## config.mk

```make
export PLATFORM = sky130hd
export DESIGN_NAME = wb_mux_nport_flat
export DESIGN_NICKNAME = d
export VERILOG_FILES = /design/src/rtl/wb_mux_nport_if.sv /design/src/rtl/wb_mux_nport.sv /design/src/flat_wrapper.sv
export SDC_FILE = /design/constraint.sdc
export NUM_CORES = 1
export LEC_CHECK = 0
export ABC_CLOCK_PERIOD_IN_PS = 8000
export CAP_MARGIN = 30
export CORE_AREA = 2 2 221 223
export CTS_CLUSTER_SIZE = 25
export DETAILED_ROUTE_END_ITERATION = 10
export DIE_AREA = 0 0 223 225
export HOLD_SLACK_MARGIN = 0.06
export PLACE_DENSITY = 0.42
export SLEW_MARGIN = 5
export SYNTH_ARGS = -nofsm -noshare
export SYNTH_HDL_FRONTEND = slang
export SYNTH_SLANG_ARGS = --single-unit
export TNS_END_PERCENT = 30
```

## constraint.sdc

```tcl
create_clock -name clk -period 8 [get_ports clk]
set_input_delay 2 -clock clk [delete_from_list [all_inputs] [get_ports clk]]
set_output_delay 2 -clock clk [all_outputs]
set_load 0.02 [all_outputs]
```

## src/rtl/wb_mux_nport_if.sv

```systemverilog
// Bus bundle for wb_mux_nport: one Wishbone master port plus NUM_SLAVES
// flattened slave ports (slice i belongs to slave i), and the mux status
// outputs.
//   modport slave  : view of the mux itself (it is the master's bus slave)
//   modport master : view of the surrounding environment (master + slaves)
interface wb_mux_nport_if #(
  parameter int unsigned NUM_SLAVES   = 4,
  parameter int unsigned DATA_WIDTH   = 32,
  parameter int unsigned ADDR_WIDTH   = 32,
  parameter int unsigned SELECT_WIDTH = DATA_WIDTH / 8
);
  // master side
  logic [ADDR_WIDTH-1:0]              wbm_adr_i;
  logic [DATA_WIDTH-1:0]              wbm_dat_i;
  logic [DATA_WIDTH-1:0]              wbm_dat_o;
  logic                               wbm_we_i;
  logic [SELECT_WIDTH-1:0]            wbm_sel_i;
  logic                               wbm_stb_i;
  logic                               wbm_cyc_i;
  logic                               wbm_ack_o;
  logic                               wbm_err_o;
  logic                               wbm_rty_o;
  // slave side, flattened
  logic [NUM_SLAVES*ADDR_WIDTH-1:0]   wbs_adr_o;
  logic [NUM_SLAVES*DATA_WIDTH-1:0]   wbs_dat_o;
  logic [NUM_SLAVES*DATA_WIDTH-1:0]   wbs_dat_i;
  logic [NUM_SLAVES-1:0]              wbs_we_o;
  logic [NUM_SLAVES*SELECT_WIDTH-1:0] wbs_sel_o;
  logic [NUM_SLAVES-1:0]              wbs_stb_o;
  logic [NUM_SLAVES-1:0]              wbs_cyc_o;
  logic [NUM_SLAVES-1:0]              wbs_ack_i;
  logic [NUM_SLAVES-1:0]              wbs_err_i;
  logic [NUM_SLAVES-1:0]              wbs_rty_i;
  // status
  logic                               timeout_o;
  logic [ADDR_WIDTH-1:0]              err_adr_o;

  modport slave (
    input  wbm_adr_i, wbm_dat_i, wbm_we_i, wbm_sel_i, wbm_stb_i, wbm_cyc_i,
    output wbm_dat_o, wbm_ack_o, wbm_err_o, wbm_rty_o,
    output wbs_adr_o, wbs_dat_o, wbs_we_o, wbs_sel_o, wbs_stb_o, wbs_cyc_o,
    input  wbs_dat_i, wbs_ack_i, wbs_err_i, wbs_rty_i,
    output timeout_o, err_adr_o
  );

  modport master (
    output wbm_adr_i, wbm_dat_i, wbm_we_i, wbm_sel_i, wbm_stb_i, wbm_cyc_i,
    input  wbm_dat_o, wbm_ack_o, wbm_err_o, wbm_rty_o,
    input  wbs_adr_o, wbs_dat_o, wbs_we_o, wbs_sel_o, wbs_stb_o, wbs_cyc_o,
    output wbs_dat_i, wbs_ack_i, wbs_err_i, wbs_rty_i,
    input  timeout_o, err_adr_o
  );
endinterface

```

## src/rtl/wb_mux_nport.sv

```systemverilog
// wb_mux_nport: 1-master to NUM_SLAVES Wishbone address-decoding mux.
// A master strobe in IDLE is decoded against per-slave base/mask pairs
// (lowest matching index wins) and the chosen slave is strobed from the
// next cycle on. Responses pass back combinationally. Decode misses and
// slave timeouts produce a one-cycle wbm_err_o from the ERR state.
// Ports:
//   clk  - system clock
//   rstn - asynchronous active-low reset
//   bus  - wb_mux_nport_if.slave: master port, flattened slave ports,
//          timeout_o pulse and err_adr_o (last miss / timeout address)
module wb_mux_nport #(
  parameter int unsigned NUM_SLAVES     = 4,
  parameter int unsigned DATA_WIDTH     = 32,
  parameter int unsigned ADDR_WIDTH     = 32,
  parameter int unsigned SELECT_WIDTH   = DATA_WIDTH / 8,
  parameter int unsigned TIMEOUT_CYCLES = 255,
  // slave i base = i*0x100; the table is truncated to NUM_SLAVES slices
  parameter logic [NUM_SLAVES*ADDR_WIDTH-1:0] SLAVE_ADDR = (NUM_SLAVES*ADDR_WIDTH)'({
    ADDR_WIDTH'(32'h0000_0F00), ADDR_WIDTH'(32'h0000_0E00), ADDR_WIDTH'(32'h0000_0D00),
    ADDR_WIDTH'(32'h0000_0C00), ADDR_WIDTH'(32'h0000_0B00), ADDR_WIDTH'(32'h0000_0A00),
    ADDR_WIDTH'(32'h0000_0900), ADDR_WIDTH'(32'h0000_0800), ADDR_WIDTH'(32'h0000_0700),
    ADDR_WIDTH'(32'h0000_0600), ADDR_WIDTH'(32'h0000_0500), ADDR_WIDTH'(32'h0000_0400),
    ADDR_WIDTH'(32'h0000_0300), ADDR_WIDTH'(32'h0000_0200), ADDR_WIDTH'(32'h0000_0100),
    ADDR_WIDTH'(32'h0000_0000)}),
  parameter logic [NUM_SLAVES*ADDR_WIDTH-1:0] SLAVE_MASK =
    {NUM_SLAVES{ADDR_WIDTH'(32'hFFFF_FF00)}}
) (
  input  logic           clk,
  input  logic           rstn,
  wb_mux_nport_if.slave  bus
);

  localparam int unsigned IDX_W = (NUM_SLAVES > 1) ? $clog2(NUM_SLAVES) : 1;

  typedef enum logic [1:0] {ST_IDLE, ST_ACTIVE, ST_ERR} state_t;

  state_t                  state_r, state_s;
  logic [IDX_W-1:0]        idx_r, dec_idx_s;
  logic [ADDR_WIDTH-1:0]   adr_r;
  logic [ADDR_WIDTH-1:0]   err_adr_r;
  logic [31:0]             cnt_r;
  logic                    timeout_r;
  logic [NUM_SLAVES-1:0]   match_s, onehot_s;
  logic                    hit_s, req_s, active_s;
  logic                    sel_ack_s, sel_err_s, sel_rty_s, resp_s, tmo_hit_s;
  logic [DATA_WIDTH-1:0]   sel_dat_s;

  // address match per slave, then lowest matching index
  always_comb begin
    match_s   = '0;
    dec_idx_s = '0;
    for (int i = 0; i < int'(NUM_SLAVES); i++) begin
      match_s[i] = ((bus.wbm_adr_i & SLAVE_MASK[i*ADDR_WIDTH +: ADDR_WIDTH]) ==
                    (SLAVE_ADDR[i*ADDR_WIDTH +: ADDR_WIDTH] & SLAVE_MASK[i*ADDR_WIDTH +: ADDR_WIDTH]));
    end
    // walk downwards so the lowest index is the last one to win
    for (int i = int'(NUM_SLAVES) - 1; i >= 0; i--) begin
      dec_idx_s = match_s[i] ? IDX_W'(i) : dec_idx_s;
    end
    hit_s = |match_s;
  end

  assign req_s    = bus.wbm_cyc_i & bus.wbm_stb_i;
  assign active_s = (state_r == ST_ACTIVE);

  // response and read data of the registered slave
  always_comb begin
    sel_ack_s = bus.wbs_ack_i[idx_r];
    sel_err_s = bus.wbs_err_i[idx_r];
    sel_rty_s = bus.wbs_rty_i[idx_r];
    sel_dat_s = bus.wbs_dat_i[idx_r*DATA_WIDTH +: DATA_WIDTH];
    resp_s    = sel_ack_s | sel_err_s | sel_rty_s;
    // counter holds the number of already elapsed silent ACTIVE cycles, so
    // this is the cycle in which it reaches TIMEOUT_CYCLES
    tmo_hit_s = (TIMEOUT_CYCLES != 32'd0) && ((cnt_r + 32'd1) == TIMEOUT_CYCLES);
  end

  // next-state logic; master abort beats response, response beats timeout
  always_comb begin
    state_s = state_r;
    case (state_r)
      ST_IDLE: begin
        if (req_s) begin
          state_s = hit_s ? ST_ACTIVE : ST_ERR;
        end else begin
          state_s = ST_IDLE;
        end
      end
      ST_ACTIVE: begin
        if (!bus.wbm_cyc_i || resp_s) begin
          state_s = ST_IDLE;
        end else if (tmo_hit_s) begin
          state_s = ST_ERR;
        end else begin
          state_s = ST_ACTIVE;
        end
      end
      ST_ERR:  state_s = ST_IDLE;
      default: state_s = ST_IDLE;
    endcase
  end

  // state register
  always_ff @(posedge clk or negedge rstn) begin
    if (!rstn) begin
      state_r <= ST_IDLE;
    end else begin
      state_r <= state_s;
    end
  end

  // transaction context, timeout counter and error status
  always_ff @(posedge clk or negedge rstn) begin
    if (!rstn) begin
      idx_r     <= '0;
      adr_r     <= '0;
      cnt_r     <= 32'd0;
      err_adr_r <= '0;
      timeout_r <= 1'b0;
    end else begin
      if (state_r == ST_IDLE && req_s) begin
        idx_r <= dec_idx_s;
        adr_r <= bus.wbm_adr_i;
      end
      // ACTIVE is only ever entered from IDLE, where the counter sits at 0
      cnt_r     <= active_s ? (cnt_r + 32'd1) : 32'd0;
      timeout_r <= active_s && (state_s == ST_ERR);
      if (state_r == ST_IDLE && state_s == ST_ERR) begin
        err_adr_r <= bus.wbm_adr_i;
      end else if (active_s && state_s == ST_ERR) begin
        err_adr_r <= adr_r;
      end
    end
  end

  // one-hot strobe select for the registered slave
  always_comb begin
    onehot_s = '0;
    for (int i = 0; i < int'(NUM_SLAVES); i++) begin
      onehot_s[i] = (idx_r == IDX_W'(i));
    end
  end

  assign bus.wbs_adr_o = {NUM_SLAVES{bus.wbm_adr_i}};
  assign bus.wbs_dat_o = {NUM_SLAVES{bus.wbm_dat_i}};
  assign bus.wbs_we_o  = {NUM_SLAVES{bus.wbm_we_i}};
  assign bus.wbs_sel_o = {NUM_SLAVES{bus.wbm_sel_i}};
  assign bus.wbs_cyc_o = active_s ? onehot_s : '0;
  assign bus.wbs_stb_o = active_s ? onehot_s : '0;

  // responses are suppressed once the master has withdrawn cyc
  assign bus.wbm_ack_o = active_s & bus.wbm_cyc_i & sel_ack_s;
  assign bus.wbm_rty_o = active_s & bus.wbm_cyc_i & sel_rty_s;
  assign bus.wbm_err_o = (active_s & bus.wbm_cyc_i & sel_err_s) | (state_r == ST_ERR);
  assign bus.wbm_dat_o = active_s ? sel_dat_s : '0;
  assign bus.timeout_o = timeout_r;
  assign bus.err_adr_o = err_adr_r;

endmodule

```

## src/flat_wrapper.sv

```systemverilog
// flat-port wrapper written by rule: the top's interface ports become plain ports
module wb_mux_nport_flat 
#(
  parameter int unsigned NUM_SLAVES     = 4,
  parameter int unsigned DATA_WIDTH     = 32,
  parameter int unsigned ADDR_WIDTH     = 32,
  parameter int unsigned SELECT_WIDTH   = DATA_WIDTH / 8,
  parameter int unsigned TIMEOUT_CYCLES = 255,
                                                                        
  parameter logic [NUM_SLAVES*ADDR_WIDTH-1:0] SLAVE_ADDR = (NUM_SLAVES*ADDR_WIDTH)'({
    ADDR_WIDTH'(32'h0000_0F00), ADDR_WIDTH'(32'h0000_0E00), ADDR_WIDTH'(32'h0000_0D00),
    ADDR_WIDTH'(32'h0000_0C00), ADDR_WIDTH'(32'h0000_0B00), ADDR_WIDTH'(32'h0000_0A00),
    ADDR_WIDTH'(32'h0000_0900), ADDR_WIDTH'(32'h0000_0800), ADDR_WIDTH'(32'h0000_0700),
    ADDR_WIDTH'(32'h0000_0600), ADDR_WIDTH'(32'h0000_0500), ADDR_WIDTH'(32'h0000_0400),
    ADDR_WIDTH'(32'h0000_0300), ADDR_WIDTH'(32'h0000_0200), ADDR_WIDTH'(32'h0000_0100),
    ADDR_WIDTH'(32'h0000_0000)}),
  parameter logic [NUM_SLAVES*ADDR_WIDTH-1:0] SLAVE_MASK =
    {NUM_SLAVES{ADDR_WIDTH'(32'hFFFF_FF00)}}
)
  (clk, rstn, bus_wbm_adr_i, bus_wbm_dat_i, bus_wbm_we_i, bus_wbm_sel_i, bus_wbm_stb_i, bus_wbm_cyc_i, bus_wbm_dat_o, bus_wbm_ack_o, bus_wbm_err_o, bus_wbm_rty_o, bus_wbs_adr_o, bus_wbs_dat_o, bus_wbs_we_o, bus_wbs_sel_o, bus_wbs_stb_o, bus_wbs_cyc_o, bus_wbs_dat_i, bus_wbs_ack_i, bus_wbs_err_i, bus_wbs_rty_i, bus_timeout_o, bus_err_adr_o);
  wb_mux_nport_if #(.NUM_SLAVES(NUM_SLAVES), .DATA_WIDTH(DATA_WIDTH), .ADDR_WIDTH(ADDR_WIDTH), .SELECT_WIDTH(SELECT_WIDTH)) bus_i ();
  input  logic clk;
  input  logic rstn;
  input wire logic [$bits(bus_i.wbm_adr_i)-1:0] bus_wbm_adr_i;
  input wire logic [$bits(bus_i.wbm_dat_i)-1:0] bus_wbm_dat_i;
  input wire logic [$bits(bus_i.wbm_we_i)-1:0] bus_wbm_we_i;
  input wire logic [$bits(bus_i.wbm_sel_i)-1:0] bus_wbm_sel_i;
  input wire logic [$bits(bus_i.wbm_stb_i)-1:0] bus_wbm_stb_i;
  input wire logic [$bits(bus_i.wbm_cyc_i)-1:0] bus_wbm_cyc_i;
  output wire logic [$bits(bus_i.wbm_dat_o)-1:0] bus_wbm_dat_o;
  output wire logic [$bits(bus_i.wbm_ack_o)-1:0] bus_wbm_ack_o;
  output wire logic [$bits(bus_i.wbm_err_o)-1:0] bus_wbm_err_o;
  output wire logic [$bits(bus_i.wbm_rty_o)-1:0] bus_wbm_rty_o;
  output wire logic [$bits(bus_i.wbs_adr_o)-1:0] bus_wbs_adr_o;
  output wire logic [$bits(bus_i.wbs_dat_o)-1:0] bus_wbs_dat_o;
  output wire logic [$bits(bus_i.wbs_we_o)-1:0] bus_wbs_we_o;
  output wire logic [$bits(bus_i.wbs_sel_o)-1:0] bus_wbs_sel_o;
  output wire logic [$bits(bus_i.wbs_stb_o)-1:0] bus_wbs_stb_o;
  output wire logic [$bits(bus_i.wbs_cyc_o)-1:0] bus_wbs_cyc_o;
  input wire logic [$bits(bus_i.wbs_dat_i)-1:0] bus_wbs_dat_i;
  input wire logic [$bits(bus_i.wbs_ack_i)-1:0] bus_wbs_ack_i;
  input wire logic [$bits(bus_i.wbs_err_i)-1:0] bus_wbs_err_i;
  input wire logic [$bits(bus_i.wbs_rty_i)-1:0] bus_wbs_rty_i;
  output wire logic [$bits(bus_i.timeout_o)-1:0] bus_timeout_o;
  output wire logic [$bits(bus_i.err_adr_o)-1:0] bus_err_adr_o;
  assign bus_i.wbm_adr_i = bus_wbm_adr_i;
  assign bus_i.wbm_dat_i = bus_wbm_dat_i;
  assign bus_i.wbm_we_i = bus_wbm_we_i;
  assign bus_i.wbm_sel_i = bus_wbm_sel_i;
  assign bus_i.wbm_stb_i = bus_wbm_stb_i;
  assign bus_i.wbm_cyc_i = bus_wbm_cyc_i;
  assign bus_wbm_dat_o = bus_i.wbm_dat_o;
  assign bus_wbm_ack_o = bus_i.wbm_ack_o;
  assign bus_wbm_err_o = bus_i.wbm_err_o;
  assign bus_wbm_rty_o = bus_i.wbm_rty_o;
  assign bus_wbs_adr_o = bus_i.wbs_adr_o;
  assign bus_wbs_dat_o = bus_i.wbs_dat_o;
  assign bus_wbs_we_o = bus_i.wbs_we_o;
  assign bus_wbs_sel_o = bus_i.wbs_sel_o;
  assign bus_wbs_stb_o = bus_i.wbs_stb_o;
  assign bus_wbs_cyc_o = bus_i.wbs_cyc_o;
  assign bus_i.wbs_dat_i = bus_wbs_dat_i;
  assign bus_i.wbs_ack_i = bus_wbs_ack_i;
  assign bus_i.wbs_err_i = bus_wbs_err_i;
  assign bus_i.wbs_rty_i = bus_wbs_rty_i;
  assign bus_timeout_o = bus_i.timeout_o;
  assign bus_err_adr_o = bus_i.err_adr_o;
  wb_mux_nport #(.NUM_SLAVES(NUM_SLAVES), .DATA_WIDTH(DATA_WIDTH), .ADDR_WIDTH(ADDR_WIDTH), .SELECT_WIDTH(SELECT_WIDTH), .TIMEOUT_CYCLES(TIMEOUT_CYCLES), .SLAVE_ADDR(SLAVE_ADDR), .SLAVE_MASK(SLAVE_MASK)) u_core (.clk(clk), .rstn(rstn), .bus(bus_i));
endmodule
```

==> run_results.csv, run 1 <==
group,metric,value,unit
worst_setup_path,cp.arrival,3780,ps
clock_network,clk_latency,360,ps
logic_synthesis,synthArstFlopShare,100,%
job,drv_cap,0,
logic_synthesis,ys_types,56,
timing,drv_slew,0,
logic_synthesis,yosys-top-cells-area,"dfrtp_1 31%, buf_4 26%, mux4_2 9.8%",
timing,max_freq,0.173,GHz
route,top_layer,"met4",
place,port_buffers,379,
min_path,min_to,"u_core.adr_r[1]",
floorplanning,core_area,47500,um^2
route,drc,0,
timing,tightest_slew,827,ps
timing,min_period_over_period,72.2,%
route,dr_total_vias,5974,
route,met2_wirelength,12800,um
cells_and_area,diodes,0,
power,power_density,134,nW/um^2
floorplanning,start_util,16.9,%
clock_network,hold_buffers,0,
power,leakage,4.04,nW
timing,fin_worst_skew,11.0,ps
route,dr_wl_met3,2100,um
global_route,antenna_found_initial,0,
floorplanning,io_pins,565,
timing,setup_viol,0,
logic_synthesis,ys_seq_elements,101,
route,drt_wl_total,25900,um
clock_network,cts_buffer_depth,2,
clock_network,clkTransAtPathRegs,70,ps
route,ant_nets,0,
global_route,grt_pass1_wl,37500,um
timing,maxSlewHeadroom,44.9,%
logic_synthesis,yosysSeqAreaShare,31.5,%
logic_synthesis,synth-edff-count,0,
status,run_status,"finished, final reports clean",
floorplanning,die_h,225,um
timing,fin_crit,5780,ps
clock_network,root_buffer,"clkbuf_16",
clock_network,post_cts.repair.setup_buffers,0,
cells_and_area,syn_to_final_growth,33.3,%
cells_and_area,drive_gt1_share,9.13,%
clock_network,cts_tree,"yes",
clock_network,cts_htree_levels,3,
route,met1Wirelength,10500,um
min_path,min_from,"u_core.adr_r[1]",
cells_and_area,final_util,22.5,%
worst_setup_path,crit_start,"bus_wbs_dat_i[64]",
logic_synthesis,synthCells,828,
logic_synthesis,synth_area,8040,um^2
timing,finalSetupTns,0,ps
floorplanning,die_area,50200,um^2
place,hpwl,19500,um
floorplanning,rows,80,
min_path,min-delay-path-class,"reg -> reg",
power,power,0.00144,W
global_route,grt_max_degree,63,
logic_synthesis,yosysTopAreaCell,"dfrtp_1",
worst_setup_path,reg2reg_depth,9,
worst_setup_path,crit_fanout,1,
timing,rsz0062_at_grt,"no",
clock_network,clock-sinks,101,
clock_network,ctsResizeCount,0,
worst_setup_path,r2r_end,"u_core.bus.err_adr_o[3]",
logic_synthesis,ys.flop_type,"dfrtp_1",
floorplanning,die_w,223,um
worst_setup_path,crit_required,6000,ps
min_path,hold_depth,2,
route,first_pass_iters,4,
power,peakVddDrop,94.8,uV
route,viasPerCell,3.92,
global_route,grt_pass1_vias,6121,
logic_synthesis,synth_fp_nets,1043,
worst_setup_path,end_kind,"output port",
clock_network,numCtsBuffers,9,
logic_synthesis,synth_top_area_share,31.5,%
global_route,grt_usage,9.68,%
worst_setup_path,start_kind,"input pin",
worst_setup_path,critPathKind,"in -> out",
route,initialDrtViolationCount,255,
logic_synthesis,yosysWarningCount,0,
logic_synthesis,synth_area_per_cell,9.70,um^2
cells_and_area,finalNetCount,1119,
worst_setup_path,r2r_slack,4190,ps
route,wl_per_cell,17.0,um
place,place_congestion,0.717,
worst_setup_path,reg2reg_from,"u_core.cnt_r[12]",
timing,hold_violations,0,
global_route,overflow,0,
[where the power goes]
group          internal (W)  total, W  switching (W)
logic              0.000218  0.000390       0.000171
registers          0.000559  0.000589      0.0000293
clock network      0.000247  0.000462       0.000214
[stage by stage]
stage | instance area (um^2) | worst slack, ps | hold WS (ps) | instances
after floorplan | 8040 | 3240 | 446 | 828
after global placement | 10400 | 2240 | 458 | 1507
after detailed placement | 10400 | 2240 | 466 | 1507
after CTS | 10700 | 2240 | 483 | 1523
after global routing | 10700 | 2230 | 489 | 1524
final | 10700 | 2220 | 481 | 1524
[placed cells by master (no fill, tap or decap), drive strengths merged, types with 2 or more instances in the layout]
cell / instances
nand2: 47
nand4b: 3
and4: 3
and3: 16
ha: 2
mux4: 35
buf: 10
nor2b: 2
nor4: 12
a21oi: 4
nand4: 15
clkdlybuf4s50: 378
a311oi: 2
xnor2: 22
or4: 6
xor2: 11
o21ai: 11
a21boi: 2
clkinv: 2
and2: 54
clkbuf: 9
nor2: 38
mux2i: 2
nand3: 13
mux2: 2
a221o: 32
nor3: 16
or2: 5
a21o: 22
inv: 8
dfrtp: 101
or3: 7
[logic make-up (layout without fill, tap and decap cells)]
| logic type | after synthesis | in the layout | synth area share, % |
|---|---|---|---|
| DFF | 101 | 101 | 31.5 |
| muxes | 39 | 39 | 10.3 |
| and+or+nand+nor | 244 | 244 | 17.1 |
| buffers and inverters | 328 | 409 | 28.9 |
| xor gates and xnor gates | 33 | 33 | 3.60 |
| AOI/OAI and AO/OA | 81 | 81 | 8.32 |
| adders and majority gates | 2 | 2 | 0.311 |
[sequential cells by signal, indices dropped and copies added (netlist names)]
register and cells:
u_core.bus.timeout_o 1, u_core.idx_r 2, u_core.cnt_r 32, u_core.bus.err_adr_o 32
u_core.adr_r 32, u_core.state_r 2
[critical path: stages]
cell             delay [ps]
clkdlybuf4s50_1         500
mux4_2                  530
and2_1                  190
clkdlybuf4s50_1         560
[worst max-delay path by stage]
| stage | to | slack, ps | cells after the start |
|---|---|---|---|
| after floorplan | bus_wbm_err_o | 3240 | 3 |
| after global placement | bus_wbm_dat_o[0] | 2240 | 4 |
| after detailed placement | bus_wbm_dat_o[0] | 2240 | 4 |
| after CTS | bus_wbm_dat_o[0] | 2240 | 4 |
| after global routing | bus_wbm_dat_o[0] | 2230 | 4 |
| final | bus_wbm_dat_o[0] | 2220 | 4 |
[final cells by class]
cell class,count,area [um^2]
fill,5143,36800
timing repair buffer,388,3870
multi-input combinational,399,3210
sequential,101,2530
tap,615,769
clock buffer,9,225
clock inverter,7,80.1
inverter,5,18.8
[Yosys cell counts, drive strengths merged, types with 2 or more instances]
library cell / count
a21o: 22
xnor2: 22
and4: 3
nor2: 38
xor2: 11
and2: 54
or3: 7
clkbuf: 28
or4: 6
mux2: 2
a21oi: 4
nor2b: 2
mux2i: 2
a311oi: 2
and3: 16
ha: 2
dfrtp: 101
o21ai: 11
a21boi: 2
nand2: 47
mux4: 35
inv: 5
nor4: 12
or2: 5
nand4b: 3
a221o: 32
nand3: 13
buf: 295
nand4: 15
nor3: 16
[metal layers]
layer / GRT usage (%) / up-vias
li1: - / 2754
met1: 11.4 / 2865
met2: 16.7 / 299
met3: 2.80 / 56
met4: 3.49 / 0
met5: 0 / -
Note: power is estimated with default switching activity, not from simulation.
==> run 2: changes to the inputs <==
--- a/config.mk
+++ b/config.mk
@@ -5,14 +5,14 @@
 export SDC_FILE = /design/constraint.sdc
 export NUM_CORES = 1
 export LEC_CHECK = 0
-export ABC_CLOCK_PERIOD_IN_PS = 8000
+export ABC_CLOCK_PERIOD_IN_PS = 5200
 export CAP_MARGIN = 30
-export CORE_AREA = 2 2 221 223
+export CORE_AREA = 2 2 219 221
 export CTS_CLUSTER_SIZE = 25
 export DETAILED_ROUTE_END_ITERATION = 10
-export DIE_AREA = 0 0 223 225
+export DIE_AREA = 0 0 221 223
 export HOLD_SLACK_MARGIN = 0.06
-export PLACE_DENSITY = 0.42
+export PLACE_DENSITY = 0.44
 export SLEW_MARGIN = 5
 export SYNTH_ARGS = -nofsm -noshare
 export SYNTH_HDL_FRONTEND = slang
==> constraint.sdc (replaced) <==
create_clock -name clk -period 5.2 [get_ports clk]
set_input_delay 1.3 -clock clk [delete_from_list [all_inputs] [get_ports clk]]
set_output_delay 1.3 -clock clk [all_outputs]
set_load 0.02 [all_outputs]
==> run_results.csv, run 2 (synthesis results as in run 1) <==
group,metric,value,unit
status,run_status,"finished, final reports clean",
clock_network,root_buffer,"clkbuf_16",
route,drc,0,
route,drt_wl_total,26300,um
worst_setup_path,worst_path_most_repeated_cell,"clkdlybuf4s50_1",
power,leakage,4.04,nW
global_route,grt_usage,10.3,%
cells_and_area,diodes,0,
power,p_seq_share,41.5,%
timing,maxSlewHeadroom,42.9,%
worst_setup_path,worst_path_largest_cell_delay,570,ps
floorplanning,io_pins,565,
worst_setup_path,path_buf_inv,2,
floorplanning,rows,80,
global_route,grt_pass1_vias,6267,
global_route,antenna_found_initial,0,
route,viasPerCell,3.98,
power,pwr-share-clk,30.9,%
worst_setup_path,reg2reg_from,"u_core.cnt_r[10]",
route,ant_nets,0,
timing,rsz0062_at_grt,"no",
route,first_pass_iters,4,
timing,fin_crit,4320,ps
min_path,min_from,"u_core.adr_r[27]",
floorplanning,die_h,223,um
timing,tightest_slew,857,ps
place,port_buffers,379,
cells_and_area,fillers,5101,
power,power_frac_comb,27.7,%
clock_network,clk_latency,360,ps
worst_setup_path,cp.arrival,3020,ps
power,peakVddDrop,136,uV
route,dr_total_vias,6073,
worst_setup_path,r2r_end,"u_core.bus.err_adr_o[16]",
worst_setup_path,crit_chain,"clkdlybuf4s50_1 -> mux4_2 -> and3_1 -> clkdlybuf4s50_1",
cells_and_area,finalNetCount,1122,
power,swShare,29.6,%
worst_setup_path,cpLargestDelayFamily,"buffers and inverters",
cells_and_area,drive_gt1_share,9.43,%
clock_network,cts_htree_levels,3,
clock_network,numCtsBuffers,9,
job,drv_cap,0,
place,hpwl,20100,um
power,power,0.00218,W
worst_setup_path,reg2reg_depth,9,
power,power_density,204,nW/um^2
min_path,min_to,"u_core.adr_r[27]",
clock_network,clkTransAtPathRegs,70,ps
cells_and_area,multi_input_area,3210,um^2
clock_network,cts_buffer_depth,2,
timing,min_period_over_period,83.1,%
global_route,grt_max_degree,44,
worst_setup_path,end_kind,"output port",
floorplanning,core_area,47100,um^2
worst_setup_path,crit_fanout,2,
min_path,min-delay-path-class,"reg -> reg",
route,initialDrtViolationCount,248,
timing,worst_hold_slack,477,ps
timing,fin_worst_skew,20.9,ps
timing,setup_viol,0,
worst_setup_path,crit_required,3900,ps
power,power_switching,0.000646,W
clock_network,cts_tree,"yes",
floorplanning,die_area,49300,um^2
floorplanning,start_util,17.0,%
global_route,overflow,0,
cells_and_area,syn_to_final_growth,33.2,%
timing,finalSetupTns,0,ps
worst_setup_path,critPathKind,"in -> out",
timing,drv_slew,0,
clock_network,clock-sinks,101,
clock_network,hold_buffers,0,
cells_and_area,regArea,2530,um^2
clock_network,ctsResizeCount,0,
clock_network,post_cts.repair.setup_buffers,0,
worst_setup_path,critPathSlowestCell,"clkdlybuf4s50_1",
route,wl_per_cell,17.2,um
power,p_int,0.00153,W
min_path,hold_depth,1,
timing,max_freq,0.231,GHz
cells_and_area,final_common_cell,"clkdlybuf4s50_1",
floorplanning,die_w,221,um
timing,hold_violations,0,
place,postPlaceCellArea,10400,um^2
worst_setup_path,r2r_slack,1460,ps
worst_setup_path,start_kind,"input pin",
cells_and_area,final_cell_mix,"378 x clkdlybuf4s50_1, 99 x dfrtp_1, 54 x and2_1, 47 x nand2_1, 38 x nor2_1",
global_route,grt_pass1_wl,40100,um
place,place_congestion,0.725,
cells_and_area,final_cell_area,10700,um^2
run 2: cell count changes in the layout (fill, tap and decap cells not counted), sizes merged:
cell,previous run,this run
clkinv,2,3
bufinv,1,0
buf,10,13
run 2: worst max-delay path by stage:
stage	from	to	slack [ps]	cells past startpoint
after floorplan	u_core.idx_r[0]	bus_wbm_dat_o[10]	1550	5
after global placement	bus_wbs_dat_i[98]	bus_wbm_dat_o[2]	890	4
after detailed placement	bus_wbs_dat_i[98]	bus_wbm_dat_o[2]	890	4
after CTS	u_core.idx_r[0]	bus_wbm_dat_o[11]	860	4
after global routing	u_core.idx_r[0]	bus_wbm_dat_o[11]	740	4
final	bus_wbs_ack_i[0]	bus_wbm_ack_o	880	4
run 2: power by group through the flow:
stage          Combinational, W  Clock, W  Sequential (W)
5_1_grt                0.000643  0.000740        0.000914
3_5_place_dp           0.000609         0        0.000917
6_report               0.000603  0.000673        0.000904
2_1_floorplan          0.000414         0        0.000957
3_3_place_gp           0.000608         0        0.000918
4_1_cts                0.000612  0.000705        0.000904
run 2: worst register-to-register path, stage by stage, from the launching register on:
cell and delay [ps]:
dfrtp_1 470, nand4_2 290, or3_1 630, or4_4 600, mux2i_1 230, nand4_1 130
or4b_4 550, nor3_4 120, buf_4 400, a221o_1 260
run 2: per-layer routing:
layer	part of all wire [%]	wire length (um)	global-route usage [%]	vias to the layer above
li1	-	-	-	2763
met1	41	10800	12.9	2933
met2	47	12500	16.8	342
met3	9.5	2500	3.70	35
met4	1.8	480	2.88	0
met5	0	0	0	-
run 2: per-stage QoR:
step / utilization (%) / worst slack, ps / std cells
global placement: 22.1 / 889 / 1511
global route: 22.7 / 744 / 1527
detailed placement: 22.1 / 887 / 1511
floorplan: - / 1550 / 828
finish: 22.7 / 880 / 1527
CTS: 22.7 / 862 / 1527
run 2: cell type report:
class | instances | area share, %
Timing Repair Buffer | 391 | 36.3
Multi-Input combinational cell | 399 | 30.0
Sequential cell | 101 | 23.6
Inverter | 5 | 0.175
Clock buffer | 9 | 2.10
Clock inverter | 7 | 0.608
Tap cell | 615 | 7.19
==> run 3: changes to the inputs <==
--- a/config.mk
+++ b/config.mk
@@ -5,14 +5,14 @@
 export SDC_FILE = /design/constraint.sdc
 export NUM_CORES = 1
 export LEC_CHECK = 0
-export ABC_CLOCK_PERIOD_IN_PS = 5200
+export ABC_CLOCK_PERIOD_IN_PS = 4100
 export CAP_MARGIN = 30
-export CORE_AREA = 2 2 219 221
+export CORE_AREA = 2 2 223 225
 export CTS_CLUSTER_SIZE = 25
 export DETAILED_ROUTE_END_ITERATION = 10
-export DIE_AREA = 0 0 221 223
+export DIE_AREA = 0 0 225 227
 export HOLD_SLACK_MARGIN = 0.06
-export PLACE_DENSITY = 0.44
+export PLACE_DENSITY = 0.41
 export SLEW_MARGIN = 5
 export SYNTH_ARGS = -nofsm -noshare
 export SYNTH_HDL_FRONTEND = slang
==> constraint.sdc (replaced) <==
create_clock -name clk -period 4.1 [get_ports clk]
set_input_delay 1.025 -clock clk [delete_from_list [all_inputs] [get_ports clk]]
set_output_delay 1.025 -clock clk [all_outputs]
set_load 0.02 [all_outputs]
==> run_results.csv, run 3 (synthesis results as in run 1) <==
group,metric,value,unit
cells_and_area,final_util,22.2,%
cells_and_area,diodes,0,
timing,worst_hold_slack,479,ps
worst_setup_path,r2r_end,"u_core.bus.err_adr_o[23]",
worst_setup_path,reg2reg_depth,10,
global_route,overflow,0,
clock_network,hold_buffers,0,
clock_network,root_buffer,"clkbuf_16",
global_route,grt_max_degree,46,
status,run_status,"finished, final reports clean",
cells_and_area,final_common_cell,"clkdlybuf4s50_1",
worst_setup_path,reg2reg_from,"u_core.cnt_r[0]",
cells_and_area,final_cell_mix,"378 x clkdlybuf4s50_1, 99 x dfrtp_1, 54 x and2_1, 47 x nand2_1, 38 x nor2_1",
route,initialDrtViolationCount,199,
global_route,grt_pass1_vias,6162,
worst_setup_path,critPathKind,"in -> out",
clock_network,post_cts.repair.setup_buffers,0,
place,pre_cts_ws,223,ps
place,hpwl,20400,um
worst_setup_path,crit_fanout,1,
power,leakage,4.08,nW
clock_network,clkTransAtPathRegs,80,ps
timing,max_freq,0.264,GHz
route,wl_per_cell,17.3,um
clock_network,clk_latency,360,ps
clock_network,cts_htree_levels,3,
clock_network,numCtsBuffers,9,
power,peakVddDrop,157,uV
place,port_buffers,379,
timing,fin_worst_skew,15.0,ps
global_route,antenna_found_initial,1,
min_path,hold_depth,2,
clock_network,ctsResizeCount,0,
timing,layout_setup_ws,309,ps
route,ant_nets,0,
timing,finalSetupTns,0,ps
worst_setup_path,cpLargestDelayFamily,"buffers and inverters",
worst_setup_path,end_kind,"output port",
power,power_density,260,nW/um^2
floorplanning,die_w,225,um
route,drt_wl_total,26700,um
route,first_pass_iters,4,
min_path,min-delay-path-class,"reg -> reg",
worst_setup_path,cp.arrival,2770,ps
timing,fin_crit,3790,ps
cells_and_area,finalNetCount,1126,
worst_setup_path,start_kind,"input pin",
worst_setup_path,crit_required,3070,ps
floorplanning,die_area,51100,um^2
timing,maxSlewHeadroom,55.6,%
worst_setup_path,critPathSlowestCell,"clkdlybuf4s50_1",
place,postPlaceCellArea,10500,um^2
timing,tightest_slew,660,ps
cells_and_area,drive_gt1_share,9.83,%
global_route,grt_usage,9.86,%
floorplanning,core_area,48500,um^2
worst_setup_path,worst_path_most_repeated_cell,"clkdlybuf4s50_1",
worst_setup_path,r2r_slack,630,ps
global_route,grt_pass1_wl,38400,um
min_path,min_from,"u_core.adr_r[0]",
place,place_congestion,0.721,
floorplanning,start_util,16.6,%
floorplanning,io_pins,565,
timing,hold_violations,0,
clock_network,cts_buffer_depth,2,
route,dr_total_vias,5943,
worst_setup_path,path_buf_inv,2,
timing,drv_slew,0,
timing,min_period_over_period,92.5,%
worst_setup_path,crit_chain,"clkdlybuf4s50_1 -> mux4_2 -> and2_1 -> clkdlybuf4s50_1",
route,viasPerCell,3.86,
clock_network,clock-sinks,101,
worst_setup_path,worst_path_largest_cell_delay,550,ps
min_path,min_to,"u_core.adr_r[0]",
timing,setup_viol,0,
job,drv_cap,0,
cells_and_area,final_cell_area,10800,um^2
timing,rsz0062_at_grt,"no",
floorplanning,die_h,227,um
route,drc,0,
clock_network,cts_tree,"yes",
cells_and_area,syn_to_final_growth,34.4,%
floorplanning,rows,81,
==> run 3: cell types whose count changed in the layout (fill, tap and decap cells not counted) <==
cell	delta
inv_8	-1
clkinv_8	+1
clkinv_2	-2
a21oi_4	-1
clkinv_4	+2
buf_12	+4
a21oi_2	+1
==> run 3: tightest hold or removal path, stage by stage (launching register included) <==
cell and delay [ps]:
dfrtp_1 350, nand2_1 50, nand2_1 50
==> run 3: routing by layer <==
| metal | global-route usage [%] | wire (um) | vias up |
|---|---|---|---|
| li1 | - | - | 2765 |
| met1 | 12.3 | 11100 | 2855 |
| met2 | 16.1 | 12800 | 274 |
| met3 | 3.05 | 2110 | 47 |
| met4 | 3.46 | 645 | 2 |
| met5 | 0 | 13 | - |
==> run 3: area by class of cell <==
cell class                      instances  area [um^2]
Fill cell                            5277        37700
Timing Repair Buffer                  395         3960
Multi-Input combinational cell        399         3210
Sequential cell                       101         2530
Tap cell                              622          778
Clock buffer                            9          225
Clock inverter                          7         77.6
Inverter                                5         18.8
==> run 3: worst max path at each step <==
stage / startpoint / cells after the start / endpoint
final: bus_wbs_dat_i[68] / 4 / bus_wbm_dat_o[4]
after global routing: bus_wbs_dat_i[68] / 4 / bus_wbm_dat_o[4]
after CTS: bus_wbs_dat_i[68] / 4 / bus_wbm_dat_o[4]
after detailed placement: bus_wbs_dat_i[68] / 4 / bus_wbm_dat_o[4]
after global placement: bus_wbs_dat_i[68] / 4 / bus_wbm_dat_o[4]
after floorplan: u_core.idx_r[0] / 5 / bus_wbm_dat_o[10]
==> run 3: metrics by stage <==
step                power, W  cells
floorplan            0.00174    828
global placement     0.00194   1522
detailed placement   0.00194   1522
CTS                  0.00286   1538
global route         0.00295   1538
finish               0.00280   1538
==> run 3: power breakdown <==
| part | switching [W] | internal, W | total [W] |
|---|---|---|---|
| Clock | 0.000462 | 0.000432 | 0.000895 |
| Combinational | 0.000336 | 0.000428 | 0.000764 |
| Sequential | 0.0000555 | 0.00109 | 0.00115 |
